===== src/rtl/result_uart_reporter_if.sv =====
// Valid/ready word channel between the processor core and the result reporter.
interface result_uart_reporter_if;
    logic [15:0] data_in;
    logic        data_valid;
    logic        data_ready;

    modport master (output data_in, output data_valid, input  data_ready);
    modport slave  (input  data_in, input  data_valid, output data_ready);
endinterface


===== src/rtl/result_uart_reporter.sv =====
// Converts each accepted 16-bit result to decimal (sequential double-dabble) and
// sends it as an ASCII line "digits CR LF" on an 8N1 UART TX pin.
module result_uart_reporter #(
    parameter int unsigned CLKS_PER_BIT           = 868,
    parameter bit          SUPPRESS_LEADING_ZEROS = 1'b1
) (
    input  logic                         clk,
    input  logic                         reset,
    result_uart_reporter_if.slave        bus,
    output logic                         busy,
    output logic                         uart_tx,
    output logic [19:0]                  bcd_out
);
    localparam logic [15:0] BAUD_LAST = 16'(CLKS_PER_BIT - 1);

    typedef enum logic [2:0] {
        S_IDLE, S_CONVERT, S_LOAD_CHAR, S_START, S_DATA, S_STOP
    } state_t;

    state_t      r_state, w_next_state;
    logic [15:0] r_data;
    logic [19:0] r_bcd, r_bcd_out;
    logic [3:0]  r_iter;
    logic [15:0] r_baud;
    logic [2:0]  r_bit, r_idx, w_first_idx;
    logic [7:0]  r_char;
    logic        r_tx, r_ready, r_busy;
    logic [19:0] w_adj, w_bcd_next;
    logic        w_bit_done, w_accept, w_last_char;

    // Character index 0..4 = ten-thousands..units digit, 5 = CR, 6 = LF.
    function automatic logic [7:0] char_at(input logic [2:0] idx, input logic [19:0] bcd);
        case (idx)
            3'd0:    return {4'h3, bcd[19:16]};
            3'd1:    return {4'h3, bcd[15:12]};
            3'd2:    return {4'h3, bcd[11:8]};
            3'd3:    return {4'h3, bcd[7:4]};
            3'd4:    return {4'h3, bcd[3:0]};
            3'd5:    return 8'h0D;
            default: return 8'h0A;
        endcase
    endfunction

    assign w_bit_done  = (r_baud == BAUD_LAST);
    assign w_accept    = bus.data_valid && r_ready;
    assign w_last_char = (r_idx == 3'd6);

    always_comb begin
        // NOTE: every always_comb output gets a default first so no path can infer a latch.
        w_adj = r_bcd;
        for (int i = 0; i < 5; i++) begin
            if (r_bcd[4*i +: 4] >= 4'd5) w_adj[4*i +: 4] = r_bcd[4*i +: 4] + 4'd3;
        end
        w_bcd_next = {w_adj[18:0], r_data[15]};
    end

    always_comb begin
        w_first_idx = 3'd0;
        if (SUPPRESS_LEADING_ZEROS) begin
            if      (r_bcd_out[19:16] != 4'd0) w_first_idx = 3'd0;
            else if (r_bcd_out[15:12] != 4'd0) w_first_idx = 3'd1;
            else if (r_bcd_out[11:8]  != 4'd0) w_first_idx = 3'd2;
            else if (r_bcd_out[7:4]   != 4'd0) w_first_idx = 3'd3;
            else                               w_first_idx = 3'd4;
        end
    end

    always_comb begin
        w_next_state = r_state;
        case (r_state)
            S_IDLE:      if (w_accept) w_next_state = S_CONVERT;
            S_CONVERT:   if (r_iter == 4'd15) w_next_state = S_LOAD_CHAR;
            S_LOAD_CHAR: w_next_state = S_START;
            S_START:     if (w_bit_done) w_next_state = S_DATA;
            S_DATA:      if (w_bit_done && r_bit == 3'd7) w_next_state = S_STOP;
            S_STOP:      if (w_bit_done) w_next_state = w_last_char ? S_IDLE : S_START;
            default:     w_next_state = S_IDLE;
        endcase
    end

    // NOTE: sequential state uses non-blocking assignments so every register samples pre-edge values.
    always_ff @(posedge clk) begin
        if (!reset) begin
            r_state   <= S_IDLE;
            r_data    <= '0;
            r_bcd     <= '0;
            r_bcd_out <= '0;
            r_iter    <= '0;
            r_baud    <= '0;
            r_bit     <= '0;
            r_idx     <= '0;
            r_char    <= '0;
            r_tx      <= 1'b1;
            r_ready   <= 1'b1;
            r_busy    <= 1'b0;
        end else begin
            r_state <= w_next_state;
            r_ready <= (w_next_state == S_IDLE);
            r_busy  <= (w_next_state != S_IDLE);
            case (r_state)
                S_IDLE: begin
                    if (w_accept) begin
                        r_data <= bus.data_in;
                        r_bcd  <= '0;
                        r_iter <= '0;
                    end
                end
                S_CONVERT: begin
                    r_bcd  <= w_bcd_next;
                    r_data <= {r_data[14:0], 1'b0};
                    r_iter <= r_iter + 4'd1;
                    if (r_iter == 4'd15) r_bcd_out <= w_bcd_next;
                end
                S_LOAD_CHAR: begin
                    r_idx  <= w_first_idx;
                    r_char <= char_at(w_first_idx, r_bcd_out);
                    r_baud <= '0;
                    r_tx   <= 1'b0;
                end
                S_START: begin
                    if (!w_bit_done) r_baud <= r_baud + 16'd1;
                    else begin
                        r_baud <= '0;
                        r_bit  <= '0;
                        r_tx   <= r_char[0];
                        r_char <= {1'b0, r_char[7:1]};
                    end
                end
                S_DATA: begin
                    if (!w_bit_done) r_baud <= r_baud + 16'd1;
                    else begin
                        r_baud <= '0;
                        r_bit  <= r_bit + 3'd1;
                        if (r_bit == 3'd7) r_tx <= 1'b1;
                        else begin
                            r_tx   <= r_char[0];
                            r_char <= {1'b0, r_char[7:1]};
                        end
                    end
                end
                S_STOP: begin
                    if (!w_bit_done) r_baud <= r_baud + 16'd1;
                    else begin
                        r_baud <= '0;
                        // Next start bit follows the stop bit with no idle gap.
                        if (!w_last_char) begin
                            r_idx  <= r_idx + 3'd1;
                            r_char <= char_at(r_idx + 3'd1, r_bcd_out);
                            r_tx   <= 1'b0;
                        end
                    end
                end
                default: ;
            endcase
        end
    end

    assign bus.data_ready = r_ready;
    assign busy           = r_busy;
    assign uart_tx        = r_tx;
    assign bcd_out        = r_bcd_out;
endmodule


===== src/flat_wrapper.sv =====
// flat-port wrapper written by rule: the top's interface ports become plain ports
module result_uart_reporter_flat 
#(
    parameter int unsigned CLKS_PER_BIT           = 868,
    parameter bit          SUPPRESS_LEADING_ZEROS = 1'b1
)
  (clk, reset, busy, uart_tx, bcd_out, bus_data_in, bus_data_valid, bus_data_ready);
  result_uart_reporter_if bus_i ();
  input  logic clk;
  input  logic reset;
  output logic busy;
  output logic uart_tx;
  output logic [19:0] bcd_out;
  input wire logic [$bits(bus_i.data_in)-1:0] bus_data_in;
  input wire logic [$bits(bus_i.data_valid)-1:0] bus_data_valid;
  output wire logic [$bits(bus_i.data_ready)-1:0] bus_data_ready;
  assign bus_i.data_in = bus_data_in;
  assign bus_i.data_valid = bus_data_valid;
  assign bus_data_ready = bus_i.data_ready;
  result_uart_reporter #(.CLKS_PER_BIT(CLKS_PER_BIT), .SUPPRESS_LEADING_ZEROS(SUPPRESS_LEADING_ZEROS)) u_core (.clk(clk), .reset(reset), .bus(bus_i), .busy(busy), .uart_tx(uart_tx), .bcd_out(bcd_out));
endmodule

===== config.mk =====
export PLATFORM = sky130hd
export DESIGN_NAME = result_uart_reporter_flat
export DESIGN_NICKNAME = d
export VERILOG_FILES = /design/src/rtl/result_uart_reporter_if.sv /design/src/rtl/result_uart_reporter.sv /design/src/flat_wrapper.sv
export SDC_FILE = /design/constraint.sdc
export NUM_CORES = 1
export LEC_CHECK = 0
export ABC_AREA = 0
export CORE_MARGIN = 3
export CORE_UTILIZATION = 60
export CTS_BUF_LIST = sky130_fd_sc_hd__clkbuf_16
export DETAILED_ROUTE_END_ITERATION = 7
export DONT_BUFFER_PORTS = 1
export GPL_TIMING_DRIVEN = 0
export PLACE_DENSITY = 0.79
export SLEW_MARGIN = 25
export SYNTH_ARGS = -nofsm -noshare
export SYNTH_HDL_FRONTEND = slang
export SYNTH_SLANG_ARGS = --single-unit

===== constraint.sdc =====
create_clock -name clk -period 4 [get_ports clk]
set_input_delay 0.2 -clock clk [delete_from_list [all_inputs] [get_ports clk]]
set_output_delay 0.2 -clock clk [all_outputs]
set_load 0.02 [all_outputs]

==> results.cfg <==
[clocking]
clk_path_buf_depth = 2
cts_hold_buf = 0
cts_root_buffer = clkbuf_16
clock_sinks = 94
clk-insertion-delay-late_ns = 0.34
h-tree-depth = 3
tritoncts = built
cts.repair.resized = 0
post_cts_buffers = 0
cts_inserted_buffers = 9
clk_pin_slew_ns = 0.07

[pwr]
intPower_w = 0.00143
switchingPower_w = 0.000513
cellPowerDensity_nw_per_um2 = 357
p_comb_share_pct = 8.9
swShare_pct = 26.3
power_w = 0.00195
p_leak_nw = 2.00
ir_drop_v = 0.000222
seq_power_share_pct = 51.0
p_clk_share_pct = 40.1

[timing]
drv_slew = 0
hold_viol = 0
setup_viol = 0
fmax_mhz = 346
finClkSkew_ns = 0.00697
worst_pin_slew_ns = 0.907
rsz0062_at_grt = no
fin_crit_sh_pct = 72.3
setup_tns_ns = 0
period_needed_ns = 2.89
relSlewSlack_pct = 39.1

[worst_setup_path]
cp-startpoint = u_core.r_baud[0]
path_max_fanout = 9
start_kind = flip-flop
reg2reg_slack_ns = 1.11
r2r_start = u_core.r_baud[0]
crit_arrival_ns = 3.12
cp-end-kind = flip-flop
cp_slowest_stage_delay_ns = 0.70
crit_family = simple AND/OR/NAND/NOR gates
cp_num_buf_inv = 0
critPathSlowestCell = nor4_2
path_cells = ha_1, or3b_2, nor4_2, mux2i_1, nand3_1, a32o_1
cp_data_required_time_ns = 4.23
critPathKind = flip-flop to flip-flop

[floorplan]
initial_core_util_pct = 63.6
ioPinCount = 42
dieWidth_um = 97.9
row_count = 32
coreArea_um2 = 7970
die_area_um2 = 9580
dieHeight_um = 97.9

[synth]
synth_edf_count = 0
yosysTopAreaCell = dfxtp_1
synth-main-ff-cell = dfxtp_1
ys_types = 61
synth_area_um2 = 5060
synth_fp_nets = 664
netlist_top_cells_area = dfxtp_1 37%, nand2_1 6.2%, ha_1 4.9%, a21oi_1 4.3%, o21ai_0 3.8%
yosys_warnings = 0
ys_seq_area_share_pct = 37.2
synth_cells = 625
synth-seq-cells = 94
synth.avg_cell_area_um2 = 8.10
synthTopCellsByCount = 94 x dfxtp_1, 83 x nand2_1, 50 x nor2_1
synth_most_common_cell = dfxtp_1
synth_top_area_share_pct = 37.2
asyncSetResetFlopFracSynth_pct = 0

[run]
drv_cap = 0

[placement]
placed_cell_area_um2 = 5190
dp_hpwl_mm = 9.38
dp_cells = 727
place.gp.congestion = 0.884
io_buffers = 0

[final_layout]
final_cells = 743
antenna_cells = 0
nNetsFinal = 675
postLayoutCellArea_um2 = 5460
drive_above_1_share_pct = 5.46
syn_to_final_growth_pct = 7.78
nFillCells = 662
utilization_pct = 68.5

[run_status]
status = completed

[routing]
route.detailed.drc = 0
drtIter0Drc = 320
ant_nets = 0
wl_per_cell_um = 17.8
via_per_inst = 6.38
vias = 4741
drt-total-wl_mm = 13.2
drt_first_pass_iters = 4

[global_route]
grt-ovfl-total = 0
grt_pass1_vias = 4447
grt_max_degree = 16
grt_first_pass_wirelength_mm = 22.1
track_usage_pct = 27.8
antenna_found_initial = 0

[worst_hold_path]
hp-class = input pin to flip-flop
min_from = bus_data_in[10]
[metrics by stage]
stage	hold WS (ns)	setup slack, ns
5_1_grt	0.0240	0.908
6_report	0.0117	1.11
3_5_place_dp	0.369	1.14
3_3_place_gp	0.366	1.22
4_1_cts	0.0112	1.15
2_1_floorplan	0.359	1.55
[worst register-to-register path, delay by kind of cell (launching register included)]
kind	cells	cell delay, ns
compound gates	1	0.29
fa+ha+maj	1	0.33
mux	1	0.40
simple gates	3	1.37
flops	1	0.40
[placed cells by master, fill, tap and decap left out, types with 4 or more instances in the layout]
| cell | instances |
|---|---|
| a21o_1 | 4 |
| nand4_1 | 12 |
| or4_4 | 4 |
| nor4b_1 | 4 |
| xnor2_1 | 9 |
| a21boi_0 | 8 |
| mux2_2 | 6 |
| o21ai_0 | 38 |
| nor3_1 | 10 |
| nor2_1 | 50 |
| clkbuf_1 | 28 |
| ha_1 | 20 |
| dfxtp_1 | 94 |
| nand2_1 | 83 |
| xor2_1 | 9 |
| inv_1 | 19 |
| and4_1 | 4 |
| a31oi_1 | 5 |
| buf_1 | 7 |
| and2_1 | 10 |
| or4_1 | 5 |
| clkbuf_16 | 9 |
| a32oi_1 | 5 |
| mux2i_1 | 4 |
| nor3b_1 | 10 |
| a21oi_1 | 44 |
| a211oi_1 | 6 |
| o211a_1 | 9 |
| a311oi_1 | 15 |
| and3_1 | 6 |
| nand2b_1 | 12 |
| nor4_1 | 5 |
| nand3_1 | 35 |
[power groups by stage]
stage | Sequential (W) | Combinational (W) | Clock (W)
floorplan | 0.00101 | 0.000125 | 0
global placement | 0.00101 | 0.000167 | 0
detailed placement | 0.00101 | 0.000171 | 0
CTS | 0.000992 | 0.000172 | 0.000786
global route | 0.000995 | 0.000191 | 0.000827
finish | 0.000992 | 0.000173 | 0.000781
[final cells by class]
cell class	instances	area [µm²]	area share, %
multi-input cells	473	2950	54.1
plain buffers	38	155	2.84
clock buffers	9	225	4.13
flip-flops and latches	94	1880	34.5
well taps	102	128	2.34
inverters	20	75.1	1.38
clock inverters	7	41.3	0.756
[per-layer routing]
metal  global-route usage, %  vias up  share of wire (%)
met5                       0        -                  0
met4                    10.4        0                2.0
met3                    4.43       33                5.7
met2                    42.9      148                 48
met1                    39.2     2263                 44
li1                        -     2297                  -
[final timing paths]
path	to	depth (start not counted)
setup / recovery	u_core.busy	6
hold / removal	u_core.r_data[10]	2
setup reg to reg	u_core.busy	6
hold reg to reg	u_core.r_bit[2]	2
[sequential cells by signal, indices dropped and copies added, names as in the netlist]
signal,count
u_core.r_char,6
u_core.uart_tx,1
u_core.r_state,3
u_core.r_iter,4
u_core.r_data,16
u_core.r_idx,3
u_core.r_bit,3
u_core.r_bcd,20
u_core.r_baud,16
u_core.bcd_out,20
u_core.bus.data_ready,1
u_core.busy,1
[cells by family after synthesis]
family,synth area share (%)
and+or+nand+nor,25.7
AOI/OAI and AO/OA,22.4
DFF,37.2
buffers and inverters,4.55
adders and majority gates,4.94
xor gates and xnor gates,3.11
muxes,2.12
Note: power is estimated with default switching activity, not from simulation.
